<file path="config.mk">
export PLATFORM = sky130hd
export DESIGN_NAME = ehgu_hamming_secded_dec
export DESIGN_NICKNAME = d
export VERILOG_FILES = /design/src/rtl/ehgu_hamming_secded_dec.sv
export SDC_FILE = /design/constraint.sdc
export NUM_CORES = 1
export LEC_CHECK = 0
export CORE_MARGIN = 10
export CORE_UTILIZATION = 50
export DETAILED_ROUTE_END_ITERATION = 8
export GPL_ROUTABILITY_DRIVEN = 0
export PLACE_DENSITY = 0.81
export SETUP_SLACK_MARGIN = 0.1
export SYNTH_ARGS = -nofsm -noshare
export SYNTH_HDL_FRONTEND = slang
export SYNTH_SLANG_ARGS = --single-unit
</file>
<file path="constraint.sdc">
create_clock -name clk -period 2.1 [get_ports clk]
set_input_delay 0.42 -clock clk [delete_from_list [all_inputs] [get_ports clk]]
set_output_delay 0.42 -clock clk [all_outputs]
set_load 0.005 [all_outputs]
</file>
<file path="src/rtl/ehgu_hamming_secded_dec.sv">
// SECDED Hamming decoder: syndrome/parity stage, then correct/classify stage,
// both elastic with valid/ready, plus saturating error counters for status.
module ehgu_hamming_secded_dec #(
  parameter int unsigned K     = 4,
  parameter int unsigned N     = 7,
  parameter int unsigned CNT_W = 16
) (
  input  logic             clk,
  input  logic             rst,
  input  logic             in_valid,
  output logic             in_ready,
  input  logic [N:0]       in_code,
  output logic             out_valid,
  input  logic             out_ready,
  output logic [K-1:0]     out_data,
  output logic             out_sec,
  output logic             out_ded,
  output logic [N-K-1:0]   out_syndrome,
  input  logic             clr_cnt,
  output logic [CNT_W-1:0] cnt_sec,
  output logic [CNT_W-1:0] cnt_ded
);

  localparam int unsigned P = N - K;

  // Code positions covered by syndrome bit j: those whose 1-based index has bit j set.
  function automatic logic [N-1:0] syn_mask(input int unsigned j);
    logic [N-1:0] m;
    m = '0;
    for (int unsigned i = 0; i < N; i++) begin
      if ((((i + 1) >> j) & 1) != 0) m = m | (N'(1) << i);
    end
    return m;
  endfunction

  // Code position of data bit k: k-th index that is not a parity slot (2**j-1).
  function automatic int unsigned data_pos(input int unsigned k);
    int unsigned seen;
    int unsigned pos;
    seen = 0;
    pos  = 0;
    for (int unsigned i = 0; i < N; i++) begin
      if (((i + 1) & i) != 0) begin
        if (seen == k) pos = i;
        seen++;
      end
    end
    return pos;
  endfunction

  logic         rdy_q;
  logic         s1_valid;
  logic [N-1:0] s1_code;
  logic [P-1:0] s1_syn;
  logic         s1_op;

  logic         s1_load;
  logic         s2_load;
  logic         deliver;
  logic [P-1:0] syn_c;
  logic [N-1:0] flip_c;
  logic [N-1:0] corr_c;
  logic [K-1:0] data_c;
  logic         sec_c;
  logic         ded_c;

  // Handshake plumbing: S1 may advance into S2 whenever S2 is empty or draining.
  assign s2_load  = s1_valid && (!out_valid || out_ready);
  assign in_ready = rdy_q && (!s1_valid || s2_load);
  assign s1_load  = in_valid && in_ready;
  assign deliver  = out_valid && out_ready;

  for (genvar j = 0; j < P; j++) begin : g_syn
    localparam logic [N-1:0] MASK = syn_mask(j);
    assign syn_c[j] = ^(in_code[N-1:0] & MASK);
  end

  always_ff @(posedge clk) begin
    if (rst) begin
      rdy_q    <= 1'b0;
      s1_valid <= 1'b0;
      s1_code  <= '0;
      s1_syn   <= '0;
      s1_op    <= 1'b0;
    end else begin
      rdy_q <= 1'b1;
      if (s1_load) begin
        s1_valid <= 1'b1;
        s1_code  <= in_code[N-1:0];
        s1_syn   <= syn_c;
        s1_op    <= ^in_code;
      end else if (s2_load) begin
        s1_valid <= 1'b0;
      end
    end
  end

  // One-hot flip vector; all-zero when the syndrome points past the code.
  for (genvar i = 0; i < N; i++) begin : g_flip
    assign flip_c[i] = (s1_syn == P'(i + 1));
  end

  always_comb begin
    sec_c  = 1'b0;
    ded_c  = 1'b0;
    corr_c = s1_code;
    if (s1_syn == '0) begin
      sec_c = s1_op;
    end else if (!s1_op || (flip_c == '0)) begin
      ded_c = 1'b1;
    end else begin
      corr_c = s1_code ^ flip_c;
      sec_c  = 1'b1;
    end
  end

  for (genvar k = 0; k < K; k++) begin : g_data
    localparam int unsigned POS = data_pos(k);
    assign data_c[k] = corr_c[POS];
  end

  always_ff @(posedge clk) begin
    if (rst) begin
      out_valid    <= 1'b0;
      out_data     <= '0;
      out_sec      <= 1'b0;
      out_ded      <= 1'b0;
      out_syndrome <= '0;
    end else if (s2_load) begin
      out_valid    <= 1'b1;
      out_data     <= data_c;
      out_sec      <= sec_c;
      out_ded      <= ded_c;
      out_syndrome <= s1_syn;
    end else if (out_ready) begin
      out_valid <= 1'b0;
    end
  end

  // Status counters advance only on delivered words; clear beats increment.
  always_ff @(posedge clk) begin
    if (rst || clr_cnt) begin
      cnt_sec <= '0;
      cnt_ded <= '0;
    end else begin
      if (deliver && out_sec && (cnt_sec != '1)) cnt_sec <= cnt_sec + CNT_W'(1);
      if (deliver && out_ded && (cnt_ded != '1)) cnt_ded <= cnt_ded + CNT_W'(1);
    end
  end

endmodule

</file>
Yosys cells after proc, flatten, opt, wreduce, memory -nomap -nowiden
Index checks and enable logic that the tools add are counted.

Multiply operators: 0. $lt $le $gt $ge: 0. Bitwise gates (word level): 1. Muxes and demuxes: 11. Equality and inequality tests: 9. Reduce and logical (&&, ||, !) cells: 23. Divide/modulo/power cells: 0. Add/sub/neg operators: 2. Shift operators: 0.

Operators by type and width (number): $add A16 B1 Y16 const B (2); $ne A16 B16 Y1 const B (2); $reduce_xor A7 Y1 (3); $mux W7 (2); $eq A3 B3 Y1 const B (4); $mux W1 (9); $logic_and A1 B1 Y1 (8); $reduce_xor A8 Y1 (1); $logic_not A7 Y1 (1); $xor A7 B7 Y7 (1); $eq A3 B2 Y1 const B (2); $logic_or A1 B1 Y1 (4); $reduce_bool A2 Y1 (2); $eq A3 B1 Y1 const B (1); $logic_not A1 Y1 (3); $logic_not A3 Y1 (1).

Memories kept: 0. Memory bits (writable): 0. ROM bits: 0. Register bits after elaboration: 55. Logic and storage cells: 58. Bits in latches: 0. Bits of input ports: 13.

Logic depth before layout (Yosys ltp)
Gate-level depths: netlist of run 1.

Depth after elaboration: 7. Depth in mapped cells: 6.

Worst setup path before layout of run 1
No wires, ideal clock.

Path kind: register to register. Start: register cnt_sec[9]. End: register cnt_sec[11]. Path buffers: 1. Slack: 384 ps. Required time: 2030 ps. Stages on the path, launching flop included: 6. Data arrival time: 1645 ps. Cell sequence: dfxtp_1 > nand3_1 > or3_1 > buf_2 > or4_1 > a21oi_1.

Word-level cells in the longest chain between the ends: 2.

Ends and longest elaborated chain: start, declared (RTL line 20) `output logic [CNT_W-1:0] cnt_sec,`; start signal, assigned (RTL line 146) `if (deliver && out_sec && (cnt_sec != '1)) cnt_sec <= cnt_sec + CNT_W'(1);`; branches (longest 2 deep; another with $add A16 B1 Y16).

Parallel ways; which one is timed is not known. A chain may end at the register's enable or synchronous reset.

Worst setup path in the final report of run 1
Start: input out_ready. End: output in_ready.

Word-level cells in the longest chain between the ends: 4.

Ends and longest elaborated chain: start, declared (RTL line 14) `input logic out_ready,`; $logic_or A1 B1 Y1 (RTL line 68) `assign s2_load = s1_valid && (!out_valid || out_ready);`; $logic_and A1 B1 Y1 (RTL line 68); $logic_or A1 B1 Y1 (RTL line 69) `assign in_ready = rdy_q && (!s1_valid || s2_load);`; $logic_and A1 B1 Y1 (RTL line 69); end, declared (RTL line 11) `output logic in_ready,`.

Every way passes these cells.

==> results.yml, run 1 <==
synth:
  synth_top_family_by_area: "simple AND/OR/NAND/NOR gates"
  netlist.area_leader.share: 0.410
  synth_area_leader_cell: "dfxtp_1"
  ys_seq_area_frac: 0.410
  synth_edf_count: 0
  syn_avg_cell_area_um2: 8.52
  netlist_instances: 298
  synthesis.nets: 313
  synthAdderAreaFrac: 0.00986
  netlist_top_cells_area: "dfxtp_1 (41%), a21oi_1 (5.5%), or4_1 (4.7%)"
  synthXorXnorAreaFrac: 0.0537
  syn_area_um2: 2540
  yosysWarnings: 0
  synthArstFlopShare: 0
  synth_mux_area_frac: 0.0394
  synth_compound_area_frac: 0.166
  synth-simple-area-share: 0.287
  synthDistinctLibCells: 38
  synth_seq_cells: 52
  synth_flop_cell: "dfxtp_1"
setup_path:
  cp.required_ns: 1.68
  worstPathCellList: "dlygate4sd2_1, nand3b_1, and2_1, clkdlybuf4s50_1"
  crit_path_max_fanout: 3
  path_class: "primary input to output port"
  cpPeakStageDelay_ns: 0.45
  regToRegSetupSlack_ns: 0.25
  cpLargestDelayFamily: "buffers and inverters"
  end_kind: "output port"
  cp-start-kind: "primary input"
  crit_buf_inv: 2
  critPathSlowestCell: "clkdlybuf4s50_1"
  cp.arrival_ns: 1.48
route:
  drt_iter0_drc: 114
  vias: 2498
  avgViaCountPerCell: 5.76
  drt_wl_total_um: 6450
  wl_per_cell_um: 14.9
  dr.pass1.iters: 4
  antenna_left: 0
  drc: 0
pwr:
  switching_power_w: 0.000413
  p_total_w: 0.00193
  p_clk_frac: 0.383
  vdd_ir_drop_max_uv: 305
  p_leak_nw: 1.08
  internal_power_w: 0.00152
  comb_power_share: 0.087
  switching_share: 0.214
  seqPwrFrac: 0.529
  power.density_nw_per_um2: 568
finish:
  n_fill_cell: 406
  final_common_cell: "clkdlybuf4s50_1"
  final_util: 0.707
  nets: 381
  register_area_um2: 1040
  num_antenna_cells: 0
  layout-drive-gt1-share: 0.0899
  multi_input_area_um2: 1420
  area_delta_synth_final_pct: 34.2
  mostFrequentLayoutCells: "clkdlybuf4s50_1 (54), dfxtp_1 (52), nand2_1 (30), a21oi_1 (28), buf_4 (19)"
clock_tree:
  cts_buffer_depth: 2
  cts.clk_slew.worst_paths_ns: 0.09
  hold_buffers: 0
  post-cts-setup-buffer-count: 0
  htreeDepth: 2
  cts_root_buffer: "clkbuf_8"
  clkLatencyLatePin_ns: 0.30
  cts_tree: "built"
  cts.sinks: 52
  cts-buffers-inserted: 5
timing:
  min_period_ns: 1.90
  rsz0062_at_grt: "true"
  clock_skew_ns: 0.00750
  fin_tns_setup_ns: 0
  worstMarginPinSlew_ns: 0.415
  hold-worst-slack_ns: 0.467
  fmax_ghz: 0.526
  slew_viol_final: 0
  relSlewSlack: 0.723
  setup_viol: 0
  finalCritPeriodShare: 0.906
  finalHoldViolCount: 0
job:
  drv_cap: 0
floorplanning:
  die_width_um: 91.3
  io_pins: 56
  row_count: 25
  core-area_um2: 4820
  die-area_um2: 8330
  start_util: 0.527
  die_height_um: 91.3
grt:
  grt_overflow_total: 0
  antenna_found_initial: 0
  grt_usage: 0.153
  grt_util_met1: 0.188
  grt_pass1_vias: 2368
  grt_use_met3: 0.0436
  grt_pass1_wl_um: 11000
  gr-max-usage-layer: "met2"
  use_met2: 0.255
  grt_max_degree: 26
hold_path:
  min-delay-path-class: "flop to flop"
outcome:
  outcome: "completed"
placed_design:
  place.port_buffers: 55
  dp.final_hpwl_um: 4920
## cells in the mapped netlist, types with 6 or more instances
cell type,number
mux2i_1,10
nand3_1,17
nor2_1,18
clkbuf_1,9
or4_1,16
nand2_1,30
a21oi_1,28
xnor2_1,8
a211oi_1,7
o21ai_0,8
inv_1,7
dfxtp_1,52
nand4_1,9
or3_1,11
o31ai_1,12
and3_1,6
## path summary, 6_finish.rpt
kind | from | end | depth (start not counted)
worst max-delay path | out_ready | in_ready | 4
worst max register to register | cnt_sec[0] | cnt_sec[10] | 5
worst min register to register | out_syndrome[1] | out_syndrome[1] | 2
worst min-delay path | out_syndrome[1] | out_syndrome[1] | 2
## timing repair
action / CTS / global route
resized for setup: 1 / 1
pin swaps: 0 / 0
setup endpoints to repair: 1 / 3
gates cloned: 0 / 0
## final cells by class
type | instances | share of cell area
Clock buffer | 7 | 0.0283
Clock inverter | 1 | 0.00881
Inverter | 7 | 0.00771
Multi-Input combinational cell | 225 | 0.416
Sequential cell | 52 | 0.306
Tap cell | 67 | 0.0246
Timing Repair Buffer | 75 | 0.209
## worst register-to-register path: stages (launching register included)
cell,delay [ns]
dfxtp_1,0.41
ha_1,0.28
nand4_1,0.20
or3_1,0.42
o311ai_0,0.30
o41ai_1,0.12
## state kept, by name (all words and copies together), names as in the netlist
signal        cells
out_syndrome      3
s1_op             1
cnt_ded          16
cnt_sec          16
out_sec           1
s1_valid          1
s1_code           4
rdy_q             1
out_valid         1
out_ded           1
out_data          4
s1_syn            3
## cells by family (layout without fill, tap and decap cells)
logic type	count (synthesis)	in the layout
AO/OA/AOI/OAI	67	67
XOR/XNOR	14	14
adder cells (fa/ha/maj)	2	2
buffers and inverters	21	90
flip-flops	52	52
multiplexers	10	10
AND/OR/NAND/NOR	132	132
## power by group through the flow
| stage | Clock, W | Combinational, W | Sequential, W |
|---|---|---|---|
| after floorplan | 0 | 0.0000945 | 0.00104 |
| after detailed placement | 0 | 0.000171 | 0.00105 |
| after global routing | 0.000788 | 0.000184 | 0.00103 |
| final | 0.000741 | 0.000169 | 0.00102 |
| after CTS | 0.000753 | 0.000171 | 0.00102 |
| after global placement | 0 | 0.000167 | 0.00105 |
## through the flow
| step | worst slack (ns) | std cells | cell area (µm²) |
|---|---|---|---|
| after floorplan | 0.384 | 298 | 2540 |
| after global placement | -0.106 | 426 | 3280 |
| after detailed placement | -0.153 | 426 | 3280 |
| after CTS | 0.190 | 434 | 3400 |
| after global routing | 0.0877 | 434 | 3410 |
| final | 0.198 | 434 | 3410 |
## metal layers
| metal | vias to the layer above | routed length, µm |
|---|---|---|
| met2 | 61 | 3000 |
| met1 | 1173 | 2990 |
| met3 | 7 | 394 |
| met5 | - | 0 |
| met4 | 0 | 68 |
| li1 | 1257 | - |
Power figures use the tool's default switching activity.
==> run 2: changes to the inputs <==
--- a/config.mk
+++ b/config.mk
@@ -11,6 +11,7 @@
 export GPL_ROUTABILITY_DRIVEN = 0
 export PLACE_DENSITY = 0.81
 export SETUP_SLACK_MARGIN = 0.1
+export SKIP_LAST_GASP = 1
 export SYNTH_ARGS = -nofsm -noshare
 export SYNTH_HDL_FRONTEND = slang
 export SYNTH_SLANG_ARGS = --single-unit
==> results of run 2 <==
Final layout, timing and power as in run 1 (identical DEF).
